--- config.mk ---
export PLATFORM = sky130hd
export DESIGN_NAME = mda_vram_sequencer_flat
export DESIGN_NICKNAME = d
export VERILOG_FILES = /design/src/rtl/mda_vram_sequencer_pkg.sv /design/src/rtl/mda_vram_sequencer_if.sv /design/src/rtl/mda_vram_sequencer_cpu_port.sv /design/src/rtl/mda_vram_sequencer.sv /design/src/flat_wrapper.sv
export SDC_FILE = /design/constraint.sdc
export NUM_CORES = 1
export LEC_CHECK = 0
export BUFFER_PORTS_ARGS = -buffer_cell sky130_fd_sc_hd__buf_2
export CORE_AREA = 2 2 77 79
export DETAILED_ROUTE_END_ITERATION = 10
export DIE_AREA = 0 0 79 81
export GPL_ROUTABILITY_DRIVEN = 0
export GPL_TIMING_DRIVEN = 0
export PLACE_DENSITY = 0.75
export SETUP_SLACK_MARGIN = 0.1
export SLEW_MARGIN = 10
export SYNTH_ARGS = -nofsm -noshare
export SYNTH_HDL_FRONTEND = slang
export SYNTH_SLANG_ARGS = --single-unit
--- constraint.sdc ---
create_clock -name clk -period 2.2 [get_ports clk]
set_clock_uncertainty 0.2 [all_clocks]
set_input_delay 0.11 -clock clk [delete_from_list [all_inputs] [get_ports clk]]
set_output_delay 0.11 -clock clk [all_outputs]
set_load 0.1 [all_outputs]
--- src/rtl/mda_vram_sequencer_pkg.sv ---
// Shared constants, slot-owner type and slot decode for the MDA VRAM sequencer.
package mda_seq_pkg;

    localparam int unsigned SEQ_W      = 5;
    localparam int unsigned CELL_STEPS = 18;
    localparam int unsigned LAST_STEP  = CELL_STEPS - 1;
    localparam int unsigned SLOT_CHAR  = 0;
    localparam int unsigned SLOT_ATT   = 4;
    localparam int unsigned SLOT_CPU0  = 8;
    localparam int unsigned SLOT_CPU1  = 12;
    localparam int unsigned SLOT_IDLE  = 16;

    typedef enum logic [1:0] {
        DISP_CHAR,
        DISP_ATT,
        CPU,
        IDLE
    } slot_owner_e;

    // Which requester owns the VRAM on a given cell step.
    function automatic slot_owner_e slot_owner(input logic [SEQ_W-1:0] seq);
        slot_owner_e owner;
        if (seq < SEQ_W'(SLOT_ATT)) begin
            owner = DISP_CHAR;
        end else if (seq < SEQ_W'(SLOT_CPU0)) begin
            owner = DISP_ATT;
        end else if (seq < SEQ_W'(SLOT_IDLE)) begin
            owner = CPU;
        end else begin
            owner = IDLE;
        end
        return owner;
    endfunction

endpackage

--- src/rtl/mda_vram_sequencer_if.sv ---
// CPU requester req/ack bus into the VRAM sequencer.
interface mda_vram_sequencer_if #(
    parameter int unsigned ADDR_W = 12
);
    logic              cpu_req;
    logic              cpu_we;
    logic [ADDR_W-1:0] cpu_addr;
    logic [7:0]        cpu_wdata;
    logic [7:0]        cpu_rdata;
    logic              cpu_ack;

    modport master (
        output cpu_req, cpu_we, cpu_addr, cpu_wdata,
        input  cpu_rdata, cpu_ack
    );

    modport slave (
        input  cpu_req, cpu_we, cpu_addr, cpu_wdata,
        output cpu_rdata, cpu_ack
    );
endinterface

--- src/rtl/mda_vram_sequencer_cpu_port.sv ---
// CPU side of the VRAM time-share: grant on steps 7/11, write strobe, read capture, ack.
module mda_cpu_port
    import mda_seq_pkg::*;
#(
    parameter int unsigned VRAM_LAT = 2
) (
    input  logic                clk,
    input  logic                reset_n,
    input  logic [SEQ_W-1:0]    i_seq,
    input  logic [7:0]          i_vram_data,
    mda_vram_sequencer_if.slave cpu_bus,
    output logic                o_grant_c,
    output logic                o_vram_we,
    output logic [7:0]          o_vram_wdata
);

    typedef enum logic [1:0] {
        ST_IDLE,
        ST_GRANTED,
        ST_WAIT_DATA,
        ST_ACK
    } cpu_state_e;

    cpu_state_e       r_state;
    cpu_state_e       w_state_nxt;
    logic             r_is_write;
    logic             w_is_write_nxt;
    logic             r_slot1;
    logic             w_slot1_nxt;
    logic             r_ack;
    logic             w_ack_nxt;
    logic             r_we;
    logic             w_we_nxt;
    logic [7:0]       r_wdata;
    logic [7:0]       w_wdata_nxt;
    logic [7:0]       r_rdata;
    logic             w_capture;
    logic [SEQ_W-1:0] w_offset;

    // Position within the granted slot; only meaningful while a slot is owned.
    assign w_offset = i_seq - (r_slot1 ? SEQ_W'(SLOT_CPU1) : SEQ_W'(SLOT_CPU0));

    // State register and request latch; reset abandons any access without ack.
    always_ff @(posedge clk or negedge reset_n) begin
        if (!reset_n) begin
            r_state    <= ST_IDLE;
            r_is_write <= 1'b0;
            r_slot1    <= 1'b0;
            r_ack      <= 1'b0;
            r_we       <= 1'b0;
            r_wdata    <= 8'h00;
            r_rdata    <= 8'h00;
        end else begin
            r_state    <= w_state_nxt;
            r_is_write <= w_is_write_nxt;
            r_slot1    <= w_slot1_nxt;
            r_ack      <= w_ack_nxt;
            r_we       <= w_we_nxt;
            r_wdata    <= w_wdata_nxt;
            if (w_capture) begin
                r_rdata <= i_vram_data;
            end
        end
    end

    // Grant/ack sequencing; cpu_req is only looked at in IDLE, so the ack cycle never re-grants.
    always_comb begin
        w_state_nxt    = r_state;
        w_is_write_nxt = r_is_write;
        w_slot1_nxt    = r_slot1;
        w_wdata_nxt    = r_wdata;
        w_ack_nxt      = 1'b0;
        w_we_nxt       = 1'b0;
        w_capture      = 1'b0;
        o_grant_c      = 1'b0;
        case (r_state)
            ST_IDLE: begin
                if (cpu_bus.cpu_req &&
                    ((i_seq == SEQ_W'(SLOT_CPU0 - 1)) || (i_seq == SEQ_W'(SLOT_CPU1 - 1)))) begin
                    o_grant_c      = 1'b1;
                    w_state_nxt    = ST_GRANTED;
                    w_is_write_nxt = cpu_bus.cpu_we;
                    w_slot1_nxt    = (i_seq == SEQ_W'(SLOT_CPU1 - 1));
                    w_we_nxt       = cpu_bus.cpu_we;
                    if (cpu_bus.cpu_we) begin
                        w_wdata_nxt = cpu_bus.cpu_wdata;
                    end
                end
            end
            ST_GRANTED, ST_WAIT_DATA: begin
                if (r_is_write) begin
                    w_state_nxt = ST_ACK;
                    w_ack_nxt   = 1'b1;
                end else if (w_offset == SEQ_W'(VRAM_LAT)) begin
                    w_capture   = 1'b1;
                    w_ack_nxt   = 1'b1;
                    w_state_nxt = ST_ACK;
                end else begin
                    w_state_nxt = ST_WAIT_DATA;
                end
            end
            ST_ACK: begin
                w_state_nxt = ST_IDLE;
            end
            default: begin
                w_state_nxt = ST_IDLE;
            end
        endcase
    end

    assign o_vram_we         = r_we;
    assign o_vram_wdata      = r_wdata;
    assign cpu_bus.cpu_ack   = r_ack;
    assign cpu_bus.cpu_rdata = r_rdata;

endmodule

--- src/rtl/mda_vram_sequencer.sv ---
// Per-character cell sequencer: step counter, display/CPU VRAM slot mux and datapath strobes.
module mda_vram_sequencer
    import mda_seq_pkg::*;
#(
    parameter int unsigned ADDR_W       = 12,
    parameter int unsigned VRAM_LAT     = 2,
    parameter int unsigned CHARROM_SLOT = 17,
    parameter int unsigned PIPE_SLOT    = 17
) (
    input  logic                clk,
    input  logic                reset_n,
    input  logic [ADDR_W-2:0]   disp_addr,
    output logic [SEQ_W-1:0]    clk_seq,
    output logic                crtc_tick,
    output logic [ADDR_W-1:0]   vram_addr,
    output logic                vram_we,
    output logic [7:0]          vram_wdata,
    input  logic [7:0]          vram_data,
    output logic                vram_read_char,
    output logic                vram_read_att,
    output logic                charrom_read,
    output logic                disp_pipeline,
    mda_vram_sequencer_if.slave cpu_bus
);

    logic [SEQ_W-1:0]  r_seq;
    logic [SEQ_W-1:0]  w_seq_nxt;
    logic [ADDR_W-2:0] r_idx;
    logic [ADDR_W-2:0] w_idx;
    logic [ADDR_W-1:0] r_vram_addr;
    logic              r_rd_char;
    logic              r_rd_att;
    logic              r_charrom;
    logic              r_pipe;
    logic              r_tick;
    logic              w_grant_c;
    slot_owner_e       w_owner_nxt;

    // Outputs are registered from the next step so they line up with clk_seq.
    assign w_seq_nxt   = (r_seq == SEQ_W'(LAST_STEP)) ? '0 : r_seq + SEQ_W'(1);
    assign w_idx       = (r_seq == SEQ_W'(LAST_STEP)) ? disp_addr : r_idx;
    assign w_owner_nxt = slot_owner(w_seq_nxt);

    // Cell step counter and character index latch at the end of the cell.
    always_ff @(posedge clk or negedge reset_n) begin
        if (!reset_n) begin
            r_seq <= '0;
            r_idx <= '0;
        end else begin
            r_seq <= w_seq_nxt;
            if (r_seq == SEQ_W'(LAST_STEP)) begin
                r_idx <= disp_addr;
            end
        end
    end

    // VRAM address mux: display slots are fixed, CPU slot only on grant, otherwise hold.
    always_ff @(posedge clk or negedge reset_n) begin
        if (!reset_n) begin
            r_vram_addr <= '0;
        end else begin
            case (w_owner_nxt)
                DISP_CHAR: r_vram_addr <= {w_idx, 1'b0};
                DISP_ATT:  r_vram_addr <= {w_idx, 1'b1};
                CPU: begin
                    if (w_grant_c) begin
                        r_vram_addr <= cpu_bus.cpu_addr;
                    end
                end
                default: r_vram_addr <= r_vram_addr;
            endcase
        end
    end

    // One-cycle datapath strobes decoded from the upcoming step.
    always_ff @(posedge clk or negedge reset_n) begin
        if (!reset_n) begin
            r_rd_char <= 1'b0;
            r_rd_att  <= 1'b0;
            r_charrom <= 1'b0;
            r_pipe    <= 1'b0;
            r_tick    <= 1'b0;
        end else begin
            r_rd_char <= (w_seq_nxt == SEQ_W'(SLOT_CHAR + VRAM_LAT));
            r_rd_att  <= (w_seq_nxt == SEQ_W'(SLOT_ATT + VRAM_LAT));
            r_charrom <= (w_seq_nxt == SEQ_W'(CHARROM_SLOT));
            r_pipe    <= (w_seq_nxt == SEQ_W'(PIPE_SLOT));
            r_tick    <= (w_seq_nxt == SEQ_W'(LAST_STEP));
        end
    end

    mda_cpu_port #(
        .VRAM_LAT (VRAM_LAT)
    ) u_cpu_port (
        .clk          (clk),
        .reset_n      (reset_n),
        .i_seq        (r_seq),
        .i_vram_data  (vram_data),
        .cpu_bus      (cpu_bus),
        .o_grant_c    (w_grant_c),
        .o_vram_we    (vram_we),
        .o_vram_wdata (vram_wdata)
    );

    assign clk_seq        = r_seq;
    assign vram_addr      = r_vram_addr;
    assign vram_read_char = r_rd_char;
    assign vram_read_att  = r_rd_att;
    assign charrom_read   = r_charrom;
    assign disp_pipeline  = r_pipe;
    assign crtc_tick      = r_tick;

endmodule
--- src/flat_wrapper.sv ---
// flat-port wrapper written by rule: the top's interface ports become plain ports
module mda_vram_sequencer_flat import mda_seq_pkg::*;
#(
    parameter int unsigned ADDR_W       = 12,
    parameter int unsigned VRAM_LAT     = 2,
    parameter int unsigned CHARROM_SLOT = 17,
    parameter int unsigned PIPE_SLOT    = 17
)
  (clk, reset_n, disp_addr, clk_seq, crtc_tick, vram_addr, vram_we, vram_wdata, vram_data, vram_read_char, vram_read_att, charrom_read, disp_pipeline, cpu_bus_cpu_req, cpu_bus_cpu_we, cpu_bus_cpu_addr, cpu_bus_cpu_wdata, cpu_bus_cpu_rdata, cpu_bus_cpu_ack);
  mda_vram_sequencer_if #(.ADDR_W(ADDR_W)) cpu_bus_i ();
  input  logic clk;
  input  logic reset_n;
  input  logic [ADDR_W-2:0] disp_addr;
  output logic [SEQ_W-1:0] clk_seq;
  output logic crtc_tick;
  output logic [ADDR_W-1:0] vram_addr;
  output logic vram_we;
  output logic [7:0] vram_wdata;
  input  logic [7:0] vram_data;
  output logic vram_read_char;
  output logic vram_read_att;
  output logic charrom_read;
  output logic disp_pipeline;
  input wire logic [$bits(cpu_bus_i.cpu_req)-1:0] cpu_bus_cpu_req;
  input wire logic [$bits(cpu_bus_i.cpu_we)-1:0] cpu_bus_cpu_we;
  input wire logic [$bits(cpu_bus_i.cpu_addr)-1:0] cpu_bus_cpu_addr;
  input wire logic [$bits(cpu_bus_i.cpu_wdata)-1:0] cpu_bus_cpu_wdata;
  output wire logic [$bits(cpu_bus_i.cpu_rdata)-1:0] cpu_bus_cpu_rdata;
  output wire logic [$bits(cpu_bus_i.cpu_ack)-1:0] cpu_bus_cpu_ack;
  assign cpu_bus_i.cpu_req = cpu_bus_cpu_req;
  assign cpu_bus_i.cpu_we = cpu_bus_cpu_we;
  assign cpu_bus_i.cpu_addr = cpu_bus_cpu_addr;
  assign cpu_bus_i.cpu_wdata = cpu_bus_cpu_wdata;
  assign cpu_bus_cpu_rdata = cpu_bus_i.cpu_rdata;
  assign cpu_bus_cpu_ack = cpu_bus_i.cpu_ack;
  mda_vram_sequencer #(.ADDR_W(ADDR_W), .VRAM_LAT(VRAM_LAT), .CHARROM_SLOT(CHARROM_SLOT), .PIPE_SLOT(PIPE_SLOT)) u_core (.clk(clk), .reset_n(reset_n), .disp_addr(disp_addr), .clk_seq(clk_seq), .crtc_tick(crtc_tick), .vram_addr(vram_addr), .vram_we(vram_we), .vram_wdata(vram_wdata), .vram_data(vram_data), .vram_read_char(vram_read_char), .vram_read_att(vram_read_att), .charrom_read(charrom_read), .disp_pipeline(disp_pipeline), .cpu_bus(cpu_bus_i));
endmodule
Word level (Yosys, flattened, before mapping)
Cells that the tools add are included.
Storage, ports and cells
  output and inout port bits: 40
  word-level logic and storage cells: 62
  register bits after elaboration: 53
  input port bits: 43
Operators by class
  reduce and logical (&&, ||, !) cells: 9
  add/subtract/negate cells: 2
  mux-type cells: 21
  equal/unequal tests: 14
  magnitude comparators: 3
Operator list (number)
  $pmux W12 S3: 1
  $mux W1: 12
  $mux W12: 1
  $mux W11: 1
  $eq A5 B2 Y1 const B: 2
  $eq A5 B3 Y1 const B: 2
  $eq A5 B5 Y1 const B: 2
  $eq A2 B2 Y1 const B: 3
  $mux W2: 3
  $pmux W2 S3: 1
  $add A5 B1 Y5 const B: 1
  $eq A5 B4 Y1 const B: 1
  $lt A5 B3 Y1 const B: 1
  $lt A5 B4 Y1 const B: 1
  $lt A5 B5 Y1 const B: 1
  $mux W5: 1
  $sub A5 B5 Y5: 1
  $eq A2 B1 Y1 const B: 2
  $logic_not A2 Y1: 2
  $ne A2 B2 Y1 const B: 2
  $reduce_and A2 Y1: 2
  $mux W3: 1
  $reduce_and A3 Y1: 1
  $reduce_bool A3 Y1: 1
  3 further kinds: 3

Logic depth before layout (Yosys ltp)
  depth in word-level cells: 9
  depth in mapped cells: 8
  gate-level depth less buffers: 7

Cells and area by module
Synthesis repeated with hierarchy kept, for this count alone.
Unflattened totals
  cells, all modules: 174
  area total of the unflattened synthesis: 2413.6 um^2
By module, submodules not included
  mda_vram_sequencer: times used 1, cells each 103, area an instance 1407.6 um^2
  mda_cpu_port: times used 1, cells each 71, area an instance 1006.0 um^2

Worst setup path before layout
OpenSTA, ideal clock, no wires.
  path type: register to register
  start: register u_core.r_seq[0], in the netlist u_core.clk_seq[0]
  end: register u_core.r_vram_addr[6], in the netlist u_core.vram_addr[6]
  buffers on the path: 1
  arrival time: 2713 ps
  slack: -838 ps
  stages on the path, launching flop included: 8
  data required time: 1875 ps
  clock period less this slack: 3038 ps
  cells stage by stage: dfrtp_1 > ha_1 > nand2_1 > nor3_4 > buf_6 > mux2_2 > mux2_4 > mux2_2
RTL lines
  from (decl): line mda_vram_sequencer.sv:26  | logic [SEQ_W-1:0] r_seq;
  from (signal assigned): line mda_vram_sequencer.sv:50  | r_seq <= w_seq_nxt;
  $eq A5 B5 Y1: line mda_vram_sequencer.sv:41  | assign w_idx = (r_seq == SEQ_W'(LAST_STEP)) ? disp_addr : r_idx;
  $mux W11: line mda_vram_sequencer.sv:41
  named net u_core.w_idx[5]: line mda_vram_sequencer.sv:29  | logic [ADDR_W-2:0] w_idx;
  $pmux W12 S3: line mda_vram_sequencer.sv:62  | case (w_owner_nxt)
  to (signal assigned): line mda_vram_sequencer.sv:63  | DISP_CHAR: r_vram_addr <= {w_idx, 1'b0};
  to (signal assigned): line mda_vram_sequencer.sv:64  | DISP_ATT: r_vram_addr <= {w_idx, 1'b1};
  to (signal assigned): line mda_vram_sequencer.sv:67  | r_vram_addr <= cpu_bus.cpu_addr;
  to (decl): line mda_vram_sequencer.sv:30  | logic [ADDR_W-1:0] r_vram_addr;
The timed path passes the listed nets, and every way through them passes these cells.
A chain may end at the register's enable or synchronous reset.

Final worst setup path
  start: register u_core.r_seq[1], in the netlist u_core.clk_seq[1]
  end: register u_core.r_vram_addr[9], in the netlist u_core.vram_addr[9]
The elaborated chain is that of the path after synthesis.

==> reports/qor.yml <==
core_area_mm2: 0.00568
drt_iter0_drc: 45
syn_nets: 213
ant_nets: 0
pre_cts_ws_ns: -0.369
syn_inst: 164
synth_xor_area_share_pct: 2.88
end_kind: "flip-flop"
n_fill_cell: 444
timing_worst_slew_pin_value_ns: 0.657
dp_hpwl_um: 3330
grt_pass1_vias: 1803
cts-htree-levels: 2
ys_seq_area_share_pct: 54.5
worst-path-max-fanout: 6
maxSlewHeadroom_pct: 56.2
irDropWorstVdd_mv: 0.928
synthAdderAreaFrac_pct: 3.09
num_vias: 1801
synth_top_family_by_area: "multiplexers"
area_growth_pct: 55.0
overflow: 0
numCtsBuffers: 5
clk_pin_slew_worst_paths_ns: 0.10
grt_max_degree: 54
syn_area_per_cell_um2: 14.8
clkSinkCount: 53
clk_path_buf_depth: 2
hold_depth: 4
antenna_found_initial: 0
nets: 360
post-route-period-util_pct: 104
r2r-start: "u_core.clk_seq[1]"
power_density_mw_per_mm2: 1030
violations: "negative setup slack"
die_y_um: 81
worstSkewPairLatency_ns: 0.31
utilization_pct: 66.4
grtUsageMet1_pct: 21.9
pin_count: 83
num_antenna_cells: 0
leakage_nw: 1.89
syn_area_mm2: 0.00243
drive_above_1_share_pct: 59.9
synthArstFlopShare_pct: 100
fin_setup_tns_ns: -0.607
setup_viol_count_final: 11
status: "finished, violations left"
r2r_end: "u_core.vram_addr[9]"
max_freq_ghz: 0.438
worstSetupPathType: "flip-flop to flip-flop"
synthMuxAreaShare_pct: 27.0
min_from: "cpu_bus_cpu_req"
period_minus_slack_ns: 2.28
synth_simple_gate_area_share_pct: 7.61
drv_cap: 0
maxSlewViolCount: 0
dieArea_mm2: 0.00640
port-buffer-count: 82
synth_edf_count: 0
routed_wl_um: 5530
wire_per_inst_um: 14.3
met3_usage_pct: 3.89
arrival_ns: 2.28
cts_root_buffer: "clkbuf_8"
worst_setup_path_start_kind: "flip-flop"
rsz0062_at_grt: "true"
grtUsageTotal_pct: 17.8
initial_utilization_pct: 42.9
grt_pass1_wl_um: 8690
synth-seq-cells: 53
grt.busiest_layer: "met2"
r2r_slack_ns: -0.08
yosysWarnings: 0
synth_ff_type: "dfrtp_1"
hold_end: "u_core.u_cpu_port.r_state[0]"
drc: 0
synth_compound_area_share_pct: 0.926
use_met2_pct: 31.8
vias_per_cell: 4.65
die_x_um: 79
first_pass_iters: 4
hold_path.class: "input port to flip-flop"
fp-row-count: 28
fin_ws_ns: -0.0815
cts_tree: "yes"
worstPathRequired_ns: 2.20
synth_cell_types: 30
reg2regPathDepth: 8
finalHoldViolCount: 0
==> layer usage <==
layer  up-vias  part of all wire, %
met5         -                    0
met4         0                 0.96
met3         5                  5.4
met2        58                   52
met1       879                   41
li1        859                    -
==> kinds of logic after synthesis <==
kind of cell / Yosys count
AOI/OAI and AO/OA: 3
buffers and inverters: 15
muxes: 52
and+or+nand+nor: 30
DFF: 53
xor gates and xnor gates: 5
adders and majority gates: 6
==> worst max-delay path by stage <==
stage | from | to | slack [ns] | cells after the start
after global placement | u_core.clk_seq[1] | u_core.vram_addr[6] | -0.36 | 8
after floorplan | u_core.clk_seq[1] | u_core.vram_addr[6] | -0.34 | 8
final | u_core.clk_seq[1] | u_core.vram_addr[9] | -0.08 | 8
after global routing | u_core.clk_seq[1] | u_core.vram_addr[9] | -0.12 | 8
after detailed placement | u_core.clk_seq[1] | u_core.vram_addr[4] | -0.37 | 8
after CTS | u_core.clk_seq[1] | u_core.vram_addr[11] | -0.13 | 8
==> layout make-up <==
| cell class | instances | area (µm²) | share of cell area (%) |
|---|---|---|---|
| timing repair buffer | 140 | 971 | 25.8 |
| multi-input combinational | 96 | 1160 | 30.9 |
| clock inverter | 3 | 25.0 | 0.664 |
| tap | 75 | 93.8 | 2.49 |
| buffer | 7 | 71.3 | 1.89 |
| sequential | 53 | 1340 | 35.6 |
| inverter | 8 | 32.5 | 0.863 |
| clock buffer | 5 | 68.8 | 1.83 |
==> cell usage after synthesis, types with 3 or more instances <==
| master | instances | share of area (%) |
|---|---|---|
| dfrtp_1 | 53 | 55 |
| mux2_2 | 32 | 15 |
| mux2_4 | 19 | 12 |
| inv_1 | 8 | 1.2 |
| nand2_1 | 7 | 1.1 |
| ha_1 | 6 | 3.1 |
| buf_6 | 4 | 1.9 |
| nor2_1 | 4 | 0.62 |
| buf_4 | 3 | 0.93 |
| nand3_1 | 3 | 0.62 |
| nor2b_1 | 3 | 0.77 |
==> cell usage in the layout, fill, tap and decap left out, drive strengths merged <==
master       instances
clkinv               1
nand4                2
nand3                5
clkinvlp             1
nor4                 1
clkbuf               5
xnor2                3
and3                 1
mux2                51
or3                  1
xor2                 2
ha                   6
dlygate4sd3         41
mux2i                1
nor3b                1
o21ai                2
nor3                 3
nand2                8
buf                106
dfrtp               53
o221ai               1
nor2                 5
inv                  9
nor2b                3
==> critical path, cell delays in order, from the launching register on <==
cell and delay [ns]:
dfrtp_4 0.51, inv_2 0.08, ha_4 0.13, nand2_4 0.04
nor3_4 0.19, buf_6 0.19, mux2_4 0.32, mux2_4 0.26
mux2_4 0.26
==> stage by stage <==
stage	total power (W)	area [µm²]	hold WS [ns]	cells
2_1_floorplan	0.00295	2520	-0.386	164
3_3_place_gp	0.00323	3030	0.142	321
3_5_place_dp	0.00326	3030	0.146	321
4_1_cts	0.00391	3730	0.00345	383
5_1_grt	0.00405	3770	0.0289	387
6_report	0.00389	3770	0.0185	387
==> report_power, final <==
part / switching [W] / total, W / internal [W] / leakage, nW
sequential: 0.000117 / 0.00130 / 0.00119 / 0.637
clock: 0.000334 / 0.000564 / 0.000230 / 0.0447
combinational: 0.00153 / 0.00202 / 0.000492 / 1.21
==> flip-flops by register name, indices dropped and copies added, names as in the netlist, 2 cells and up <==
signal,flops
u_core.clk_seq,5
u_core.r_idx,11
u_core.u_cpu_port.cpu_bus.cpu_rdata,8
u_core.u_cpu_port.o_vram_wdata,8
u_core.u_cpu_port.r_state,2
u_core.vram_addr,12
==> repair_timing <==
item / 4_1_cts / 5_1_grt
resized for setup: 21 / 2
pin swaps: 5 / 4
gates cloned: 1 / 0
hold buffers: 41 / 0
setup endpoints to repair: 28 / 28
buffers inserted: 12 / 4
endpoints found under the hold margin: 94 / 0
(Power assumes the default switching activity.)
